<file path="config.mk">
export PLATFORM = sky130hd
export DESIGN_NAME = stopwatch_bcd
export DESIGN_NICKNAME = d
export VERILOG_FILES = /design/src/rtl/stopwatch_bcd.sv
export SDC_FILE = /design/constraint.sdc
export NUM_CORES = 1
export LEC_CHECK = 0
export CORE_MARGIN = 4
export CORE_UTILIZATION = 46
export CTS_BUF_LIST = sky130_fd_sc_hd__clkbuf_4
export CTS_CLUSTER_SIZE = 28
export DETAILED_ROUTE_END_ITERATION = 6
export GPL_ROUTABILITY_DRIVEN = 0
export PLACE_DENSITY = 0.69
export SETUP_SLACK_MARGIN = 0.02
export SLEW_MARGIN = 0
export SYNTH_ARGS = -nofsm -noshare
export SYNTH_HDL_FRONTEND = slang
export SYNTH_SLANG_ARGS = --single-unit
</file>
<file path="constraint.sdc">
create_clock -name clk_in -period 3.1 [get_ports clk_in]
set_input_delay 0.465 -clock clk_in [delete_from_list [all_inputs] [get_ports clk_in]]
set_output_delay 0.465 -clock clk_in [all_outputs]
set_load 0.01 [all_outputs]
</file>
<file path="src/rtl/stopwatch_bcd.sv">
// MM:SS stopwatch in BCD with run/pause/clear keys. Keys are synchronised and
// falling-edge detected here; the count advances on each divider tick while running.
module stopwatch_bcd #(
    parameter int SYNC_STAGES = 2,
    parameter int MAX_MINUTES = 59
) (
    input  logic       clk_in,
    input  logic       rst_n_in,
    input  logic       tick_in,
    input  logic       key_run_n,
    input  logic       key_clr_n,
    output logic [3:0] sec_ones,
    output logic [3:0] sec_tens,
    output logic [3:0] min_ones,
    output logic [3:0] min_tens,
    output logic       running,
    output logic       wrap_pulse
);

    typedef enum logic [1:0] {
        S_IDLE  = 2'd0,
        S_RUN   = 2'd1,
        S_PAUSE = 2'd2
    } state_e;

    localparam logic [6:0] MAX_MIN = 7'(MAX_MINUTES);

    logic [SYNC_STAGES-1:0] run_sync_q, clr_sync_q;
    logic                   run_prev_q, clr_prev_q;
    logic                   run_press, clr_press;

    state_e     state_q, state_d;
    logic [3:0] sec_ones_q, sec_ones_d;
    logic [3:0] sec_tens_q, sec_tens_d;
    logic [3:0] min_ones_q, min_ones_d;
    logic [3:0] min_tens_q, min_tens_d;
    logic       running_q;
    logic       wrap_q, wrap_d;
    logic       count_en;
    logic [6:0] min_bin;

    // NOTE: synchroniser and edge register reset to 1 (key released), so coming
    // out of reset with a key already held down still yields a single press.
    always_ff @(posedge clk_in or negedge rst_n_in) begin
        if (!rst_n_in) begin
            run_sync_q <= '1;
            clr_sync_q <= '1;
            run_prev_q <= 1'b1;
            clr_prev_q <= 1'b1;
        end else begin
            // NOTE: non-blocking assignments keep every stage sampling the
            // pre-edge value, which is what makes this a shift chain.
            run_sync_q <= {run_sync_q[SYNC_STAGES-2:0], key_run_n};
            clr_sync_q <= {clr_sync_q[SYNC_STAGES-2:0], key_clr_n};
            run_prev_q <= run_sync_q[SYNC_STAGES-1];
            clr_prev_q <= clr_sync_q[SYNC_STAGES-1];
        end
    end

    assign run_press = run_prev_q & ~run_sync_q[SYNC_STAGES-1];
    assign clr_press = clr_prev_q & ~clr_sync_q[SYNC_STAGES-1];

    always_comb begin
        // NOTE: default first so every path assigns state_d and no latch is inferred.
        state_d = state_q;
        if (clr_press) begin
            state_d = S_IDLE;
        end else if (run_press) begin
            case (state_q)
                S_IDLE:  state_d = S_RUN;
                S_RUN:   state_d = S_PAUSE;
                S_PAUSE: state_d = S_RUN;
                default: state_d = S_IDLE;
            endcase
        end
    end

    assign count_en = tick_in && (state_q == S_RUN) && !clr_press;
    assign min_bin  = 7'(min_tens_q) * 7'd10 + 7'(min_ones_q);

    // Ripple BCD increment; the wrap branch is reached only from MAX:59.
    always_comb begin
        sec_ones_d = sec_ones_q;
        sec_tens_d = sec_tens_q;
        min_ones_d = min_ones_q;
        min_tens_d = min_tens_q;
        wrap_d     = 1'b0;
        if (clr_press) begin
            sec_ones_d = 4'd0;
            sec_tens_d = 4'd0;
            min_ones_d = 4'd0;
            min_tens_d = 4'd0;
        end else if (count_en) begin
            if (sec_ones_q != 4'd9) begin
                sec_ones_d = sec_ones_q + 4'd1;
            end else begin
                sec_ones_d = 4'd0;
                if (sec_tens_q != 4'd5) begin
                    sec_tens_d = sec_tens_q + 4'd1;
                end else begin
                    sec_tens_d = 4'd0;
                    if (min_bin >= MAX_MIN) begin
                        min_ones_d = 4'd0;
                        min_tens_d = 4'd0;
                        wrap_d     = 1'b1;
                    end else if (min_ones_q != 4'd9) begin
                        min_ones_d = min_ones_q + 4'd1;
                    end else begin
                        min_ones_d = 4'd0;
                        min_tens_d = min_tens_q + 4'd1;
                    end
                end
            end
        end
    end

    always_ff @(posedge clk_in or negedge rst_n_in) begin
        if (!rst_n_in) begin
            state_q    <= S_IDLE;
            sec_ones_q <= 4'd0;
            sec_tens_q <= 4'd0;
            min_ones_q <= 4'd0;
            min_tens_q <= 4'd0;
            running_q  <= 1'b0;
            wrap_q     <= 1'b0;
        end else begin
            state_q    <= state_d;
            sec_ones_q <= sec_ones_d;
            sec_tens_q <= sec_tens_d;
            min_ones_q <= min_ones_d;
            min_tens_q <= min_tens_d;
            running_q  <= (state_d == S_RUN);
            wrap_q     <= wrap_d;
        end
    end

    assign sec_ones   = sec_ones_q;
    assign sec_tens   = sec_tens_q;
    assign min_ones   = min_ones_q;
    assign min_tens   = min_tens_q;
    assign running    = running_q;
    assign wrap_pulse = wrap_q;

endmodule

</file>
==> Word-level counts from Yosys, hierarchy flattened <==
Index checks and enable logic that the tools add are counted.
{ "word_totals": {"ff_bits": 26, "output_inout_bits": 18} }
{ "op_classes": {"addsub": 5, "n_lt_le_gt_ge": 1, "n_reduce_logical": 9, "muxes": 27, "n_bitwise": 4, "mul": 1, "n_eq_ne": 9} }
{ "op_table": {"columns": ["cell", "n"], "rows": [
  ["$mux W4", 19],
  ["$add A4 B1 Y4 const B", 4],
  ["$ne A4 B4 Y1 const B", 2],
  ["$add A7 B4 Y7", 1],
  ["$ge A7 B6 Y1 const B", 1],
  ["$mul A4 B3 Y6 const B", 1],
  ["$mux W1", 5],
  ["$eq A2 B1 Y1 const B", 2],
  ["$mux W2", 2],
  ["$ne A2 B2 Y1 const B", 2],
  ["$ne A4 B3 Y1 const B", 1],
  ["$pmux W2 S2", 1],
  ["$reduce_and A4 Y1", 1],
  ["$ne A3 B3 Y1 const B", 1],
  ["$reduce_and A3 Y1", 1],
  ["$and A1 B1 Y1", 2],
  ["$eq A2 B2 Y1 const B", 1],
  ["$logic_and A1 B1 Y1", 2],
  ["$logic_not A2 Y1", 1],
  ["$not A1 Y1", 2],
  ["$reduce_and A2 Y1", 1],
  ["$reduce_bool A2 Y1", 1],
  ["$reduce_or A2 Y1", 1],
  ["$logic_not A1 Y1", 1]
]} }

==> Logic depth before layout (Yosys ltp) <==
{ "depth": {"word_depth": 8, "mapped_depth": 10, "mapped_depth_nobuf": 10} }

==> Worst setup path before layout <==
OpenSTA, ideal clock, no wires.
{ "synth_timing": {"kind": "register to register", "from": "reg min_tens_q[1], in the netlist min_tens[1]", "to": "reg min_tens_q[0], in the netlist min_tens[0]", "required_time_ps": 3005, "synth_period_minus_slack_ps": 2489, "arrival_time_ps": 2393, "stages_incl_launch_ff": 11, "setup_slack_ps": 611, "cell_sequence": "dfrtp_1 > ha_1 > ha_1 > inv_1 > fa_1 > xnor2_2 > or3_1 > o32a_1 > o21ai_1 > o21ai_1 > o31ai_1"} }
{ "synth_via": {"elab_chain_cells": 8} }
{ "synth_lines": {"columns": ["element", "line", "source"], "rows": [
  ["start, declared", "36", "logic [3:0] min_tens_q, min_tens_d;"],
  ["start signal, assigned", "131", "min_tens_q <= min_tens_d;"],
  ["$mul A4 B3 Y6 (*)", "79", "assign min_bin = 7'(min_tens_q) * 7'd10 + 7'(min_ones_q);"],
  ["$add A7 B4 Y7 (*)", "79", null],
  ["$ge A7 B6 Y1 (*)", "102", "if (min_bin >= MAX_MIN) begin"],
  ["$mux W4", "102", null],
  ["$mux W4", "98", "if (sec_tens_q != 4'd5) begin"],
  ["$mux W4", "94", "if (sec_ones_q != 4'd9) begin"],
  ["$mux W4", "93", "end else if (count_en) begin"],
  ["$mux W4", "88", "if (clr_press) begin"]
]} }
Every way passes the cells marked *; elsewhere a longest branch is shown, timed or not. The select of a mux whose other input is x is not followed.
A chain may end at the register's enable or synchronous reset.

==> Final worst setup path <==
Same ends and word-level chain as after synthesis.

==> flow_summary.yaml <==
setup_path:
  crit_required_ps: 3330
  critPathMaxStageDelay_ps: 500
  regToRegStartpoint: "min_tens[1]"
  cp.depth: 10
  crit_path_end: "min_tens[0]"
  worst_path_most_repeated_cell: "ha_1"
  setup.worst_path.start: "min_tens[1]"
  crit_family: "adder cells"
  crit_path_cell_trace: "ha_1, ha_1, inv_1, fa_1, xnor2_2, o2111ai_2, a21o_1, a21oi_2, nand2b_2, o31ai_1"
  worst_reg_to_reg_setup_slack_ps: 350
  timing.critical_path.arrival_ps: 2980
  critical_path.startpoint_type: "flip-flop"
  critical_path_maximum_fanout: 7
  worst_r2r_endpoint: "min_tens[0]"
  wp_buf_inv: 1
  worst_path_cell_with_the_longest_stage_delay: "dfrtp_1"
  criticalPathCategory: "flip-flop to flip-flop"
  critPathCaptureType: "flip-flop"
  rr_worst_depth: 10
synthesis:
  post-synth-top-area-cell: "dfrtp_1"
  asyncSetResetFlopFracSynth: 1.000
  synth.cell_area_um2: 1550
  postSynthNetCount: 177
  count_of_flip_flops_with_a_built_in_enable_after_synthesis: 0
  post_synth_main_area_contributors: "dfrtp_1 32%, ha_1 11%, dfstp_2 10%, a21oi_1 4.5%, nor2_1 3.1%"
  synthMostInstantiatedCell: "dfrtp_1"
  synth_top_cell_area_share: 0.3228
  synth_cell_type_count: 43
  seq_area_frac_synth: 0.4245
  netlist_instances: 156
  synthFlopType: "dfrtp_1"
  ys_warn_count: 0
  synth_top_cells_by_count: "20 x dfrtp_1, 14 x a21oi_1, 14 x ha_1"
  ys_seq_elements: 26
  postSynthAreaPerCell_um2: 9.937
timing:
  rsz0062_at_grt: "false"
  total_negative_setup_slack_ps: 0
  final_critical_path_setup_slack_ps: 351.6
  max_slew_margin: 0.3628
  setup_viol_count_final: 0
  max_slew.worst_pin.slew_ps: 952.8
  clock_skew_ps: 10.15
  slew_violations: 0
  finalCritPeriodShare: 0.8866
  max_clock_freq_mhz: 363.9
  final-hold-violation-count: 0
  period_needed_ps: 2748
clocking:
  cts_sinks: 26
  tritoncts: "built"
  clk_transition_reported_paths_ps: 140
  post-cts-setup-buffers: 0
  cts_max_level: 1
  clock-root-buffer: "clkbuf_4"
  cts_resized: 0
  cts-hold-fix-buffers: 0
  cts_buffers: 3
  clk_path_buf_depth: 2
  clk_latency_ps: 320
floorplan:
  initial_utilization: 0.4956
  floorplan.die.height_um: 66.05
  die_w_um: 66.05
  io_count: 23
  core.rowCount: 20
  core_um2: 3128
  die_area_um2: 4363
routing:
  route.detailed.drc: 0
  routed_wire_length_per_instance_um: 13.76
  dr.pass1.iters: 4
  finalWirelength_mm: 3.123
  via_count: 1226
  topRoutingLayerUsed: "met4"
  met1Wirelength_mm: 1.420
  drtIter0Drc: 112
  route.antenna.remaining_nets: 0
  detail_route.vias_per_cell: 5.401
  met3_wirelength_um: 126
  wl_met2_mm: 1.562
power:
  cellLeakagePower_nw: 0.8554
  swShare: 0.4023
  p_per_area_nw_per_um2: 673.8
  power_switching_mw: 0.5046
  intPower_mw: 0.7498
  share_comb_of_total_power: 0.486
  ir_worst_vdd_mv: 0.2916
  pwr-share-seq: 0.399
  power_frac_clock: 0.115
worst_hold_path:
  worst_min_delay_path_class: "flip-flop to flip-flop"
  hold-path-cell-count: 0
layout:
  area.growth.synth_to_final_pct: 20.10
  post_route_cells_drive_above_1_share: 0.1093
  antenna-diode-count: 0
  finish.net_count: 205
place:
  place_ws_ps: 373.8
  dp_hpwl_mm: 2.457
  io_buffer_count: 22
outcome:
  run_status: "complete, no violations"
global_route:
  via_count_of_the_first_global_routing_pass: 1247
  grt_use_total: 0.1646
  antenna_found_initial: 0
  global_route_wire_length_before_repair_mm: 5.678
  grt_overflow_total: 0
  grt_max_degree: 23
run:
  timing.max_cap.violations: 0
worst min path at each step:
| stage | start | end |
|---|---|---|
| after floorplan | rst_n_in | min_ones[0] |
| after global placement | clr_sync_q[0] | clr_sync_q[1] |
| after detailed placement | run_sync_q[0] | run_sync_q[1] |
| after CTS | run_sync_q[0] | run_sync_q[1] |
| after global routing | run_sync_q[0] | run_sync_q[1] |
| final | clr_sync_q[0] | clr_sync_q[1] |
worst register-to-register path: cells and delay by family (launching register included):
family / cells / cell delay [ps]
adders and majority gates: 3 / 870
DFF: 1 / 500
AOI/OAI and AO/OA: 4 / 840
and+or+nand+nor: 1 / 130
buffers and inverters: 1 / 50
xor gates and xnor gates: 1 / 270
metrics by stage:
| step | cell area, µm² | power [mW] | cells | util | hold slack, ps |
|---|---|---|---|---|---|
| 2_1_floorplan | 1550 | 0.8886 | 156 | - | 169.4 |
| 3_3_place_gp | 1836 | 1.094 | 223 | 0.5868 | 347.4 |
| 3_5_place_dp | 1836 | 1.112 | 223 | 0.5868 | 347.5 |
| 4_1_cts | 1862 | 1.258 | 227 | 0.5952 | 370.0 |
| 5_1_grt | 1862 | 1.361 | 227 | 0.5952 | 372.3 |
| 6_report | 1862 | 1.254 | 227 | 0.5952 | 367.7 |
final cells by class:
| class | count | area [µm²] |
|---|---|---|
| Sequential cell | 26 | 658.1 |
| Timing Repair Buffer | 26 | 250.2 |
| Multi-Input combinational cell | 117 | 834.6 |
| Clock buffer | 3 | 22.52 |
| Tap cell | 44 | 55.05 |
| Inverter | 10 | 37.54 |
| Clock inverter | 1 | 3.754 |
| Fill cell | 267 | 1266 |
flip-flops by register name, summed over array words and instances, names as in the netlist, 2 cells and up:
name	flops
min_tens	4
sec_ones	4
state_q	2
sec_tens	4
run_sync_q	2
clr_sync_q	2
min_ones	4
metal layers:
layer,track usage,vias to the layer above
met2,0.2841,22
met5,0,-
met4,0.02538,0
met1,0.2118,593
li1,-,609
met3,0.04082,2
cells by family after synthesis:
group                    count (synthesis)  synth area share
flip-flops                              26            0.4245
AO/OA/AOI/OAI                           40            0.1638
adder cells (fa/ha/maj)                 16            0.1388
AND/OR/NAND/NOR                         57            0.2074
buffers and inverters                   13           0.03712
XOR/XNOR                                 3           0.02180
multiplexers                             1          0.006457
power groups by stage:
stage | clock (mW) | sequential, mW | combinational, mW
6_report | 0.144 | 0.501 | 0.610
5_1_grt | 0.164 | 0.518 | 0.679
4_1_cts | 0.149 | 0.502 | 0.607
3_5_place_dp | 0 | 0.508 | 0.604
3_3_place_gp | 0 | 0.502 | 0.592
2_1_floorplan | 0 | 0.505 | 0.383
cells in the final DEF, fill, tap and decap left out, types with 2 or more instances in the layout:
cell type,Yosys,routed
a211oi_1,2,2
a21o_1,3,3
a21oi_1,14,14
and3b_1,2,2
buf_4,0,4
clkbuf_4,0,3
clkdlybuf4s50_1,0,22
dfrtp_1,20,20
dfstp_2,6,6
fa_1,2,2
ha_1,14,14
inv_1,10,10
nand2_1,11,11
nand2b_1,2,2
nand3_1,9,9
nand3b_1,2,2
nand3b_4,2,2
nor2_1,13,13
nor2b_1,3,3
nor3_1,4,4
o21ai_0,4,4
o21ai_1,5,5
o22ai_1,3,3
o31ai_1,2,2
xnor2_1,2,2
Power figures use the tool's default switching activity.
